==> src/rtl/machine_cycle_sequencer_if.sv <==
// Control/status bundle between the sequencer and the processor core.
// The master side drives run controls; the slave side returns the phase code.
interface machine_cycle_sequencer_if #(
    parameter int CNT_WIDTH = 16
);
    logic                 enable;
    logic                 step_mode;
    logic                 step_req;
    logic                 halt_req;
    logic [2:0]           count_state;
    logic                 flag;
    logic [CNT_WIDTH-1:0] instr_count;
    logic                 halted;

    modport master (
        output enable,
        output step_mode,
        output step_req,
        output halt_req,
        input  count_state,
        input  flag,
        input  instr_count,
        input  halted
    );

    modport slave (
        input  enable,
        input  step_mode,
        input  step_req,
        input  halt_req,
        output count_state,
        output flag,
        output instr_count,
        output halted
    );
endinterface

==> src/rtl/machine_cycle_sequencer.sv <==
// Machine-cycle phase sequencer: steps FETCH..LAST per instruction,
// with free-run, single-step and boundary halt, plus a retired counter.
module machine_cycle_sequencer #(
    parameter int MAXIMUM_VALUE = 6,
    parameter int CNT_WIDTH     = 16
) (
    input  logic                      clk,
    input  logic                      reset,
    machine_cycle_sequencer_if.slave  bus
);
    localparam logic [2:0] LAST = 3'(MAXIMUM_VALUE - 1);

    typedef enum logic [1:0] {
        IDLE = 2'd0,
        RUN  = 2'd1,
        HALT = 2'd2
    } state_t;

    state_t               state;
    state_t               state_nx;
    logic [2:0]           phase;
    logic [2:0]           phase_nx;
    logic [CNT_WIDTH-1:0] count;
    logic [CNT_WIDTH-1:0] count_nx;
    logic                 start;

    // A parked sequencer launches only when no halt is pending.
    assign start = !bus.halt_req && (!bus.step_mode || bus.step_req);

    always_ff @(posedge clk or negedge reset) begin
        if (!reset) begin
            state <= IDLE;
            phase <= 3'd0;
            count <= '0;
        end else begin
            state <= state_nx;
            phase <= phase_nx;
            count <= count_nx;
        end
    end

    always_comb begin
        state_nx = state;
        phase_nx = phase;
        count_nx = count;
        if (bus.enable) begin
            case (state)
                IDLE, HALT: begin
                    if (start) begin
                        state_nx = RUN;
                        phase_nx = 3'd1;
                    end
                end
                RUN: begin
                    if (phase == LAST) begin
                        count_nx = count + 1'b1;
                        // Halt and step only take effect on an instruction boundary.
                        if (bus.halt_req || bus.step_mode) begin
                            state_nx = HALT;
                            phase_nx = 3'd0;
                        end else begin
                            phase_nx = 3'd1;
                        end
                    end else begin
                        phase_nx = phase + 3'd1;
                    end
                end
                default: begin
                    state_nx = IDLE;
                    phase_nx = 3'd0;
                end
            endcase
        end
    end

    always_comb begin
        bus.count_state = phase;
        bus.flag        = (state == RUN) && (phase == LAST);
        bus.instr_count = count;
        bus.halted      = (state == HALT);
    end
endmodule

==> src/flat_wrapper.sv <==
// flat-port wrapper written by rule: the top's interface ports become plain ports
module machine_cycle_sequencer_flat 
#(
    parameter int MAXIMUM_VALUE = 6,
    parameter int CNT_WIDTH     = 16
)
  (clk, reset, bus_enable, bus_step_mode, bus_step_req, bus_halt_req, bus_count_state, bus_flag, bus_instr_count, bus_halted);
  machine_cycle_sequencer_if #(.CNT_WIDTH(CNT_WIDTH)) bus_i ();
  input  logic clk;
  input  logic reset;
  input wire logic [$bits(bus_i.enable)-1:0] bus_enable;
  input wire logic [$bits(bus_i.step_mode)-1:0] bus_step_mode;
  input wire logic [$bits(bus_i.step_req)-1:0] bus_step_req;
  input wire logic [$bits(bus_i.halt_req)-1:0] bus_halt_req;
  output wire logic [$bits(bus_i.count_state)-1:0] bus_count_state;
  output wire logic [$bits(bus_i.flag)-1:0] bus_flag;
  output wire logic [$bits(bus_i.instr_count)-1:0] bus_instr_count;
  output wire logic [$bits(bus_i.halted)-1:0] bus_halted;
  assign bus_i.enable = bus_enable;
  assign bus_i.step_mode = bus_step_mode;
  assign bus_i.step_req = bus_step_req;
  assign bus_i.halt_req = bus_halt_req;
  assign bus_count_state = bus_i.count_state;
  assign bus_flag = bus_i.flag;
  assign bus_instr_count = bus_i.instr_count;
  assign bus_halted = bus_i.halted;
  machine_cycle_sequencer #(.MAXIMUM_VALUE(MAXIMUM_VALUE), .CNT_WIDTH(CNT_WIDTH)) u_core (.clk(clk), .reset(reset), .bus(bus_i));
endmodule
==> config.mk <==
export PLATFORM = sky130hd
export DESIGN_NAME = machine_cycle_sequencer_flat
export DESIGN_NICKNAME = d
export VERILOG_FILES = /design/src/rtl/machine_cycle_sequencer_if.sv /design/src/rtl/machine_cycle_sequencer.sv /design/src/flat_wrapper.sv
export SDC_FILE = /design/constraint.sdc
export NUM_CORES = 1
export LEC_CHECK = 0
export ABC_CLOCK_PERIOD_IN_PS = 1800
export CAP_MARGIN = 20
export CELL_PAD_IN_SITES_DETAIL_PLACEMENT = 0
export CELL_PAD_IN_SITES_GLOBAL_PLACEMENT = 1
export CORE_MARGIN = 2
export CORE_UTILIZATION = 36
export DETAILED_ROUTE_END_ITERATION = 7
export HOLD_SLACK_MARGIN = 0.06
export MAX_ROUTING_LAYER = met4
export PLACE_DENSITY_LB_ADDON = 0.3
export SLEW_MARGIN = 30
export SYNTH_ARGS = -nofsm -noshare
export SYNTH_HDL_FRONTEND = slang
export SYNTH_SLANG_ARGS = --single-unit
export TNS_END_PERCENT = 5
==> constraint.sdc <==
create_clock -name clk -period 1.8 [get_ports clk]
set_input_delay 0.36 -clock clk [delete_from_list [all_inputs] [get_ports clk]]
set_output_delay 0.36 -clock clk [all_outputs]
set_load 0.1 [all_outputs]
==> results of run 1 <==
[worst paths after layout]
kind,startpoint,end,slack (ns),cells after the start
setup / recovery,u_core.bus.count_state[1],bus_flag,0.06,3
hold reg to reg,u_core.bus.instr_count[4],u_core.bus.instr_count[4],0.52,1
max in group asynchronous,reset,u_core.bus.count_state[0],1.18,2
hold / removal,reset,u_core.bus.count_state[2],0.39,2
setup reg to reg,u_core.bus.count_state[1],u_core.bus.instr_count[4],0.17,5
min in group clk,u_core.bus.instr_count[4],u_core.bus.instr_count[4],0.52,1
[final cells by class]
cell class,instances,area [um^2]
clock inverter,1,5.00
fill,217,1100
multi-input combinational,65,492
sequential,21,544
inverter,3,11.3
tap,31,38.8
clock buffer,3,22.5
timing repair buffer,32,515
[stage by stage]
stage / power (uW) / hold WS [ns] / setup WS (ns) / instance area [um^2]
CTS: 2180 / 0.395 / 0.0164 / 1610
floorplan: 1510 / 0.0644 / -0.152 / 1050
detailed placement: 1960 / 0.502 / 0.0559 / 1580
global route: 2320 / 0.396 / 0.00806 / 1630
finish: 2230 / 0.390 / 0.0638 / 1630
global placement: 1950 / 0.497 / 0.0898 / 1580
[critical path: cells and delay by family, from the launching register on]
family	cells	cell delay, ns
buffers and inverters	1	0.19
DFF	1	0.53
and+or+nand+nor	2	0.36
[cell usage after synthesis, drive strengths merged]
| cell type | number | area, um^2 |
|---|---|---|
| xor2 | 3 | 26.3 |
| dfrtp | 21 | 526 |
| a21oi | 2 | 10.0 |
| o211ai | 3 | 22.5 |
| or3 | 2 | 15.0 |
| nand3b | 2 | 27.5 |
| nand2 | 7 | 26.3 |
| nor3 | 4 | 42.5 |
| and2b | 1 | 7.51 |
| mux2 | 2 | 22.5 |
| nand4b | 1 | 8.76 |
| ha | 1 | 12.5 |
| o22a | 2 | 17.5 |
| nor2 | 4 | 15.0 |
| xnor2 | 12 | 105 |
| and3 | 8 | 51.3 |
| nand3 | 5 | 25.0 |
| clkbuf | 1 | 5.00 |
| inv | 3 | 11.3 |
| nand4 | 4 | 25.0 |
| o21a | 1 | 7.51 |
| nand2b | 1 | 13.8 |
[power groups by stage]
stage | logic (uW) | clock network, uW | registers [uW]
2_1_floorplan | 336 | 0 | 1170
3_3_place_gp | 1210 | 0 | 740
3_5_place_dp | 1220 | 0 | 746
4_1_cts | 1220 | 231 | 735
5_1_grt | 1310 | 252 | 758
6_report | 1260 | 219 | 744
[state kept, by name (all words and copies together) (netlist names)]
| register | flops |
|---|---|
| u_core.state | 2 |
| u_core.bus.instr_count | 16 |
| u_core.bus.count_state | 3 |
[repair_timing]
item	4_1_cts	5_1_grt
pin swaps	1	1
endpoints found under the hold margin	0	0
buffers inserted	0	3
endpoints found under the setup margin	1	1
cloned	0	0
[kinds of logic (layout without fill, tap and decap cells)]
group                    after synthesis  in the layout
AND/OR/NAND/NOR                       39             39
flip-flops                            21             21
XOR/XNOR                              15             15
AO/OA/AOI/OAI                          8              8
buffers and inverters                  4             39
multiplexers                           2              2
adder cells (fa/ha/maj)                1              1
[routing by layer]
| metal | vias up | track usage, % | share of wire, % |
|---|---|---|---|
| met5 | - | - | 0 |
| met4 | 0 | 3.65 | 0.96 |
| met3 | 2 | 4.99 | 3.8 |
| met2 | 15 | 21.2 | 48 |
| met1 | 384 | 19.1 | 47 |
| li1 | 388 | - | - |
==> metrics.txt, run 1 <==
# TYPE chip_impl_metric gauge
chip_impl_metric{name="detailedRoute.firstPassIterationCount",unit=""} 4
chip_impl_metric{name="antenna_cells",unit=""} 0
chip_impl_metric{name="synth_cells",unit=""} 90
chip_impl_metric{name="finalNonFillerCells",unit=""} 156
chip_impl_metric{name="power_density",unit="nW/um^2"} 1370
chip_impl_info{name="cts_tree",value="done"} 1
chip_impl_metric{name="finalCriticalPeriod",unit="ns"} 1.74
chip_impl_metric{name="post-route-period-util",unit="%"} 96.5
chip_impl_metric{name="post_route_cells_drive_above_1_share",unit="%"} 40.8
chip_impl_metric{name="synthMuxAreaShare",unit="%"} 2.20
chip_impl_metric{name="clock_latency_reported_for_the_late_side_of_the_worst_skew_pair",unit="ns"} 0.30
chip_impl_metric{name="max_freq",unit="GHz"} 0.576
chip_impl_metric{name="hold_viol_final",unit=""} 0
chip_impl_metric{name="count_of_buffers_inserted_at_the_top_level_ports",unit=""} 26
chip_impl_info{name="largest_family_of_logic_cells_by_synthesized_area",value="simple AND/OR/NAND/NOR gates"} 1
chip_impl_metric{name="hold_buffers",unit=""} 0
chip_impl_metric{name="post_synth_instance_area",unit="um^2"} 1020
chip_impl_metric{name="routed_wl",unit="um"} 1980
chip_impl_metric{name="chipWidth",unit="um"} 57.3
chip_impl_metric{name="place_hpwl",unit="um"} 1530
chip_impl_info{name="status",value="completed"} 1
chip_impl_metric{name="pwr-share-comb",unit="%"} 56.7
chip_impl_metric{name="place.gp.congestion",unit=""} 0.774
chip_impl_metric{name="synth-warning-count",unit=""} 0
chip_impl_metric{name="cp_max_fo",unit=""} 5
chip_impl_info{name="ctsRootBufferMaster",value="sky130_fd_sc_hd__clkbuf_4"} 1
chip_impl_metric{name="grt_pass1_vias",unit=""} 808
chip_impl_metric{name="floorplan.rows",unit=""} 19
chip_impl_metric{name="global_route.overflow_total",unit=""} 0
chip_impl_metric{name="synth-seq-area-share",unit="%"} 51.3
chip_impl_metric{name="total_drc_errors_in_the_routed_layout",unit=""} 0
chip_impl_metric{name="synth_xor_xnor_area_share",unit="%"} 12.8
chip_impl_metric{name="synth.ff_latch_count",unit=""} 21
chip_impl_metric{name="sw_frac_of_total",unit="%"} 48.2
chip_impl_info{name="most-common-layout-cells",value="21 x sky130_fd_sc_hd__buf_12, 12 x sky130_fd_sc_hd__xnor2_1, 12 x sky130_fd_sc_hd__dfrtp_1"} 1
chip_impl_metric{name="switching_power",unit="uW"} 1070
chip_impl_metric{name="synth.distinct_cells",unit=""} 25
chip_impl_metric{name="cpPeakStageDelay",unit="ns"} 0.53
chip_impl_metric{name="slew_headroom",unit="%"} 79.1
chip_impl_metric{name="routed-via-count",unit=""} 789
chip_impl_info{name="setup_repair_after_global_routing_missed_its_margin",value="no"} 1
chip_impl_info{name="timing.hold.worst.class",value="in2async"} 1
chip_impl_metric{name="dieArea",unit="um^2"} 3290
chip_impl_metric{name="synth_area_per_cell",unit="um^2"} 11.4
chip_impl_metric{name="timing.setup.tns",unit="ns"} 0
chip_impl_metric{name="grt_start_max_net_pins",unit=""} 22
chip_impl_info{name="worstPathCellList",value="nand3b_4 > nor2_4 > buf_12"} 1
chip_impl_metric{name="grt.total_usage",unit="%"} 14.4
chip_impl_metric{name="cp_data_arrival_time",unit="ns"} 1.38
chip_impl_metric{name="route.antenna.remaining_nets",unit=""} 0
chip_impl_metric{name="syn2layout_area_growth",unit="%"} 59.2
chip_impl_info{name="criticalPathCategory",value="reg2out"} 1
chip_impl_metric{name="cts_inserted_buffers",unit=""} 3
chip_impl_metric{name="simple_gate_share_of_the_synthesized_area",unit="%"} 25.2
chip_impl_metric{name="worst_pin_slew",unit="ns"} 0.312
chip_impl_metric{name="synth_area_in_adders",unit="%"} 1.22
chip_impl_metric{name="initial_util",unit="%"} 37.4
chip_impl_metric{name="synth_compound_area_share",unit="%"} 5.62
chip_impl_metric{name="clock-sinks",unit=""} 21
chip_impl_metric{name="ctsLongestPathBuffers",unit=""} 2
chip_impl_metric{name="grt_antenna_before_repair",unit=""} 0
chip_impl_info{name="crit_path_end_kind",value="output port"} 1
chip_impl_metric{name="leakagePower",unit="uW"} 0.000715
chip_impl_metric{name="report.final.slew_viol_count",unit=""} 0
chip_impl_metric{name="final-setup-viol-count",unit=""} 0
chip_impl_metric{name="post-route-util",unit="%"} 59.6
chip_impl_metric{name="initialDrtViolationCount",unit=""} 9
chip_impl_metric{name="coreArea",unit="um^2"} 2730
chip_impl_metric{name="num_io_pins",unit=""} 27
chip_impl_metric{name="place.detailed.instances",unit=""} 149
chip_impl_metric{name="viasPerCell",unit=""} 5.06
chip_impl_metric{name="postSynthNetCount",unit=""} 97
chip_impl_metric{name="worst_setup_hold_path_clk_slew",unit="ns"} 0.11
chip_impl_info{name="cp-start-kind",value="flop"} 1
chip_impl_metric{name="finClkSkew",unit="ns"} 0.00550
chip_impl_info{name="commonest_non_fill_non_tap_cell_in_the_layout",value="sky130_fd_sc_hd__buf_12"} 1
chip_impl_metric{name="max-cap-violations",unit=""} 0
chip_impl_metric{name="average_routed_wire_per_standard_cell",unit="um"} 12.7
chip_impl_metric{name="grt_first_pass_wirelength",unit="um"} 3570
chip_impl_metric{name="dieHeight",unit="um"} 57.3
chip_impl_metric{name="critPathRequiredTime",unit="ns"} 1.44
chip_impl_metric{name="sequentialPowerShare",unit="%"} 33.4
chip_impl_metric{name="num-nets-final",unit=""} 133
chip_impl_metric{name="count_of_cells_resized_by_post_cts_repair",unit=""} 0
chip_impl_metric{name="peak_supply_drop",unit="mV"} 1.40
chip_impl_metric{name="p_clk_share",unit="%"} 9.9
chip_impl_metric{name="internal_power",unit="uW"} 1150
chip_impl_metric{name="htreeDepth",unit=""} 1
chip_impl_info{name="timing.critical_path.slowest_stage_cell",value="sky130_fd_sc_hd__dfrtp_4"} 1
No activity file was read; power rests on OpenSTA's default activity.
==> run 2, diff against run 1 <==
--- a/config.mk
+++ b/config.mk
@@ -14,7 +14,8 @@
 export DETAILED_ROUTE_END_ITERATION = 7
 export HOLD_SLACK_MARGIN = 0.06
 export MAX_ROUTING_LAYER = met4
-export PLACE_DENSITY_LB_ADDON = 0.3
+export PLACE_DENSITY = 0.85
+export SKIP_CTS_REPAIR_TIMING = 1
 export SLEW_MARGIN = 30
 export SYNTH_ARGS = -nofsm -noshare
 export SYNTH_HDL_FRONTEND = slang
==> run 2 against run 1 <==
First-iteration DRC count rose to 2.8 times the previous value. Clock power up 5%. Die area did not move. Power about the same. Clock skew is 0.0070 ns higher. Hold slack got worse by 0.0097 ns. Register-to-register slack improved by 0.02 ns. Core utilization stayed put. Worst setup slack better by 0.038 ns. Critical path depth unchanged. Routed wire length grew 13%.
==> metrics.txt, run 2 (same netlist as run 1, synthesis figures left out) <==
# TYPE chip_impl_metric gauge
chip_impl_metric{name="slew_headroom",unit="%"} 79.5
chip_impl_metric{name="leakagePower",unit="uW"} 0.000717
chip_impl_metric{name="worst_setup_hold_path_clk_slew",unit="ns"} 0.12
chip_impl_metric{name="largest_register_ffs",unit=""} 16
chip_impl_info{name="ctsRootBufferMaster",value="sky130_fd_sc_hd__clkbuf_4"} 1
chip_impl_metric{name="routed_wl",unit="um"} 2240
chip_impl_metric{name="grt_start_max_net_pins",unit=""} 22
chip_impl_info{name="cp-start-kind",value="flop"} 1
chip_impl_metric{name="viasPerCell",unit=""} 5.25
chip_impl_info{name="criticalPathCategory",value="reg2out"} 1
chip_impl_metric{name="grt_first_pass_wirelength",unit="um"} 3810
chip_impl_metric{name="dieArea",unit="um^2"} 3290
chip_impl_info{name="commonest_non_fill_non_tap_cell_in_the_layout",value="sky130_fd_sc_hd__buf_12"} 1
chip_impl_metric{name="detailedRoute.firstPassIterationCount",unit=""} 3
chip_impl_metric{name="dpl_cell_area",unit="um^2"} 1590
chip_impl_metric{name="multi_input_area",unit="um^2"} 492
chip_impl_metric{name="finClkSkew",unit="ns"} 0.0125
chip_impl_metric{name="num_io_pins",unit=""} 27
chip_impl_metric{name="timing.setup.tns",unit="ns"} 0
chip_impl_info{name="critPathCapture",value="bus_flag"} 1
chip_impl_metric{name="clock_latency_reported_for_the_late_side_of_the_worst_skew_pair",unit="ns"} 0.31
chip_impl_metric{name="num-nets-final",unit=""} 133
chip_impl_info{name="cts_tree",value="done"} 1
chip_impl_metric{name="final.fill_count",unit=""} 206
chip_impl_metric{name="place_hpwl",unit="um"} 1710
chip_impl_metric{name="dieHeight",unit="um"} 57.3
chip_impl_metric{name="coreArea",unit="um^2"} 2730
chip_impl_metric{name="max_freq",unit="GHz"} 0.589
chip_impl_info{name="crit-reg2reg-capture",value="u_core.bus.instr_count[13]"} 1
chip_impl_info{name="most-common-layout-cells",value="21 x sky130_fd_sc_hd__buf_12, 12 x sky130_fd_sc_hd__xnor2_1, 12 x sky130_fd_sc_hd__dfrtp_1"} 1
chip_impl_metric{name="register_area",unit="um^2"} 544
chip_impl_metric{name="cts_inserted_buffers",unit=""} 3
chip_impl_metric{name="clock-sinks",unit=""} 21
chip_impl_info{name="setup_repair_after_global_routing_missed_its_margin",value="no"} 1
chip_impl_metric{name="grt_antenna_before_repair",unit=""} 0
chip_impl_metric{name="syn2layout_area_growth",unit="%"} 59.2
chip_impl_info{name="worst_setup_path_startpoint",value="u_core.bus.count_state[1]"} 1
chip_impl_metric{name="summed_area_of_non_filler_cells_in_the_final_layout",unit="um^2"} 1630
chip_impl_metric{name="average_routed_wire_per_standard_cell",unit="um"} 14.4
chip_impl_metric{name="count_of_buffers_inserted_at_the_top_level_ports",unit=""} 26
chip_impl_metric{name="peak_supply_drop",unit="mV"} 1.27
chip_impl_metric{name="post-route-period-util",unit="%"} 94.4
chip_impl_metric{name="initialDrtViolationCount",unit=""} 25
chip_impl_info{name="status",value="completed"} 1
chip_impl_metric{name="cp_max_fo",unit=""} 5
chip_impl_info{name="crit_path_end_kind",value="output port"} 1
chip_impl_metric{name="route.antenna.remaining_nets",unit=""} 0
chip_impl_metric{name="critPathRequiredTime",unit="ns"} 1.44
chip_impl_metric{name="rrSetupSlack",unit="ns"} 0.19
chip_impl_info{name="timing.hold.worst.class",value="in2async"} 1
chip_impl_metric{name="worst_pin_slew",unit="ns"} 0.306
chip_impl_metric{name="place.gp.congestion",unit=""} 0.781
chip_impl_metric{name="grt.total_usage",unit="%"} 15.7
chip_impl_metric{name="grt_pass1_vias",unit=""} 814
chip_impl_info{name="timing.rr.start",value="u_core.bus.count_state[1]"} 1
chip_impl_metric{name="place.detailed.instances",unit=""} 150
chip_impl_metric{name="max-cap-violations",unit=""} 0
chip_impl_metric{name="global_route.overflow_total",unit=""} 0
chip_impl_metric{name="final-setup-viol-count",unit=""} 0
chip_impl_metric{name="finalCriticalPeriod",unit="ns"} 1.70
chip_impl_metric{name="routed-via-count",unit=""} 819
chip_impl_metric{name="hold_viol_final",unit=""} 0
chip_impl_metric{name="htreeDepth",unit=""} 1
chip_impl_metric{name="report.final.slew_viol_count",unit=""} 0
chip_impl_metric{name="antenna_cells",unit=""} 0
chip_impl_metric{name="post_route_cells_drive_above_1_share",unit="%"} 40.8
chip_impl_metric{name="finalNonFillerCells",unit=""} 156
chip_impl_metric{name="cp_data_arrival_time",unit="ns"} 1.34
chip_impl_metric{name="ctsLongestPathBuffers",unit=""} 2
chip_impl_metric{name="total_drc_errors_in_the_routed_layout",unit=""} 0
chip_impl_metric{name="chipWidth",unit="um"} 57.3
chip_impl_metric{name="floorplan.rows",unit=""} 19
chip_impl_metric{name="power_density",unit="nW/um^2"} 1370
chip_impl_metric{name="worstRegToRegCells",unit=""} 5
chip_impl_metric{name="initial_util",unit="%"} 37.4
run 2: cell counts in the layout (fill, tap and decap cells not counted):
Identical to the previous run, type by type.
run 2: where the power goes:
group,total (uW),internal (uW),switching (uW)
clock network,230,83.1,147
logic,1260,484,772
registers,741,577,164
run 2: layer usage:
metal	share of wire, %	vias up	GRT usage (%)
met2	50	22	22.5
li1	-	388	-
met1	43	405	20.3
met4	2.2	0	10.3
met5	0	-	-
met3	4.4	4	2.95
run 2: worst min path at each step:
stage                                   start                        end  cells past startpoint
finish                                  reset  u_core.bus.instr_count[1]                      2
global route                            reset  u_core.bus.instr_count[0]                      2
CTS                                     reset  u_core.bus.instr_count[0]                      2
detailed placement  u_core.bus.instr_count[7]  u_core.bus.instr_count[7]                      1
global placement    u_core.bus.instr_count[4]  u_core.bus.instr_count[4]                      1
floorplan                               reset  u_core.bus.instr_count[0]                      0
run 2: final cells by class:
type | count | share of cell area (%)
Inverter | 3 | 0.691
Clock inverter | 1 | 0.307
Timing Repair Buffer | 32 | 31.6
Sequential cell | 21 | 33.4
Tap cell | 31 | 2.38
Clock buffer | 3 | 1.38
Multi-Input combinational cell | 65 | 30.2
run 2: critical path, cell delays in order (launching register included):
cell and delay (ns):
sky130_fd_sc_hd__dfrtp_4 0.53, sky130_fd_sc_hd__nand3b_4 0.19, sky130_fd_sc_hd__nor2_4 0.13, sky130_fd_sc_hd__buf_12 0.19
run 2: stage by stage:
stage / hold WS (ns) / power, uW / utilization, % / setup WS, ns
after floorplan: 0.0644 / 1510 / - / -0.152
after global placement: 0.497 / 1950 / 58.0 / 0.0806
after global routing: 0.411 / 2330 / 59.6 / 0.0500
after CTS: 0.385 / 2200 / 59.0 / -0.00838
after detailed placement: 0.504 / 1970 / 58.0 / 0.000127
final: 0.380 / 2230 / 59.6 / 0.101
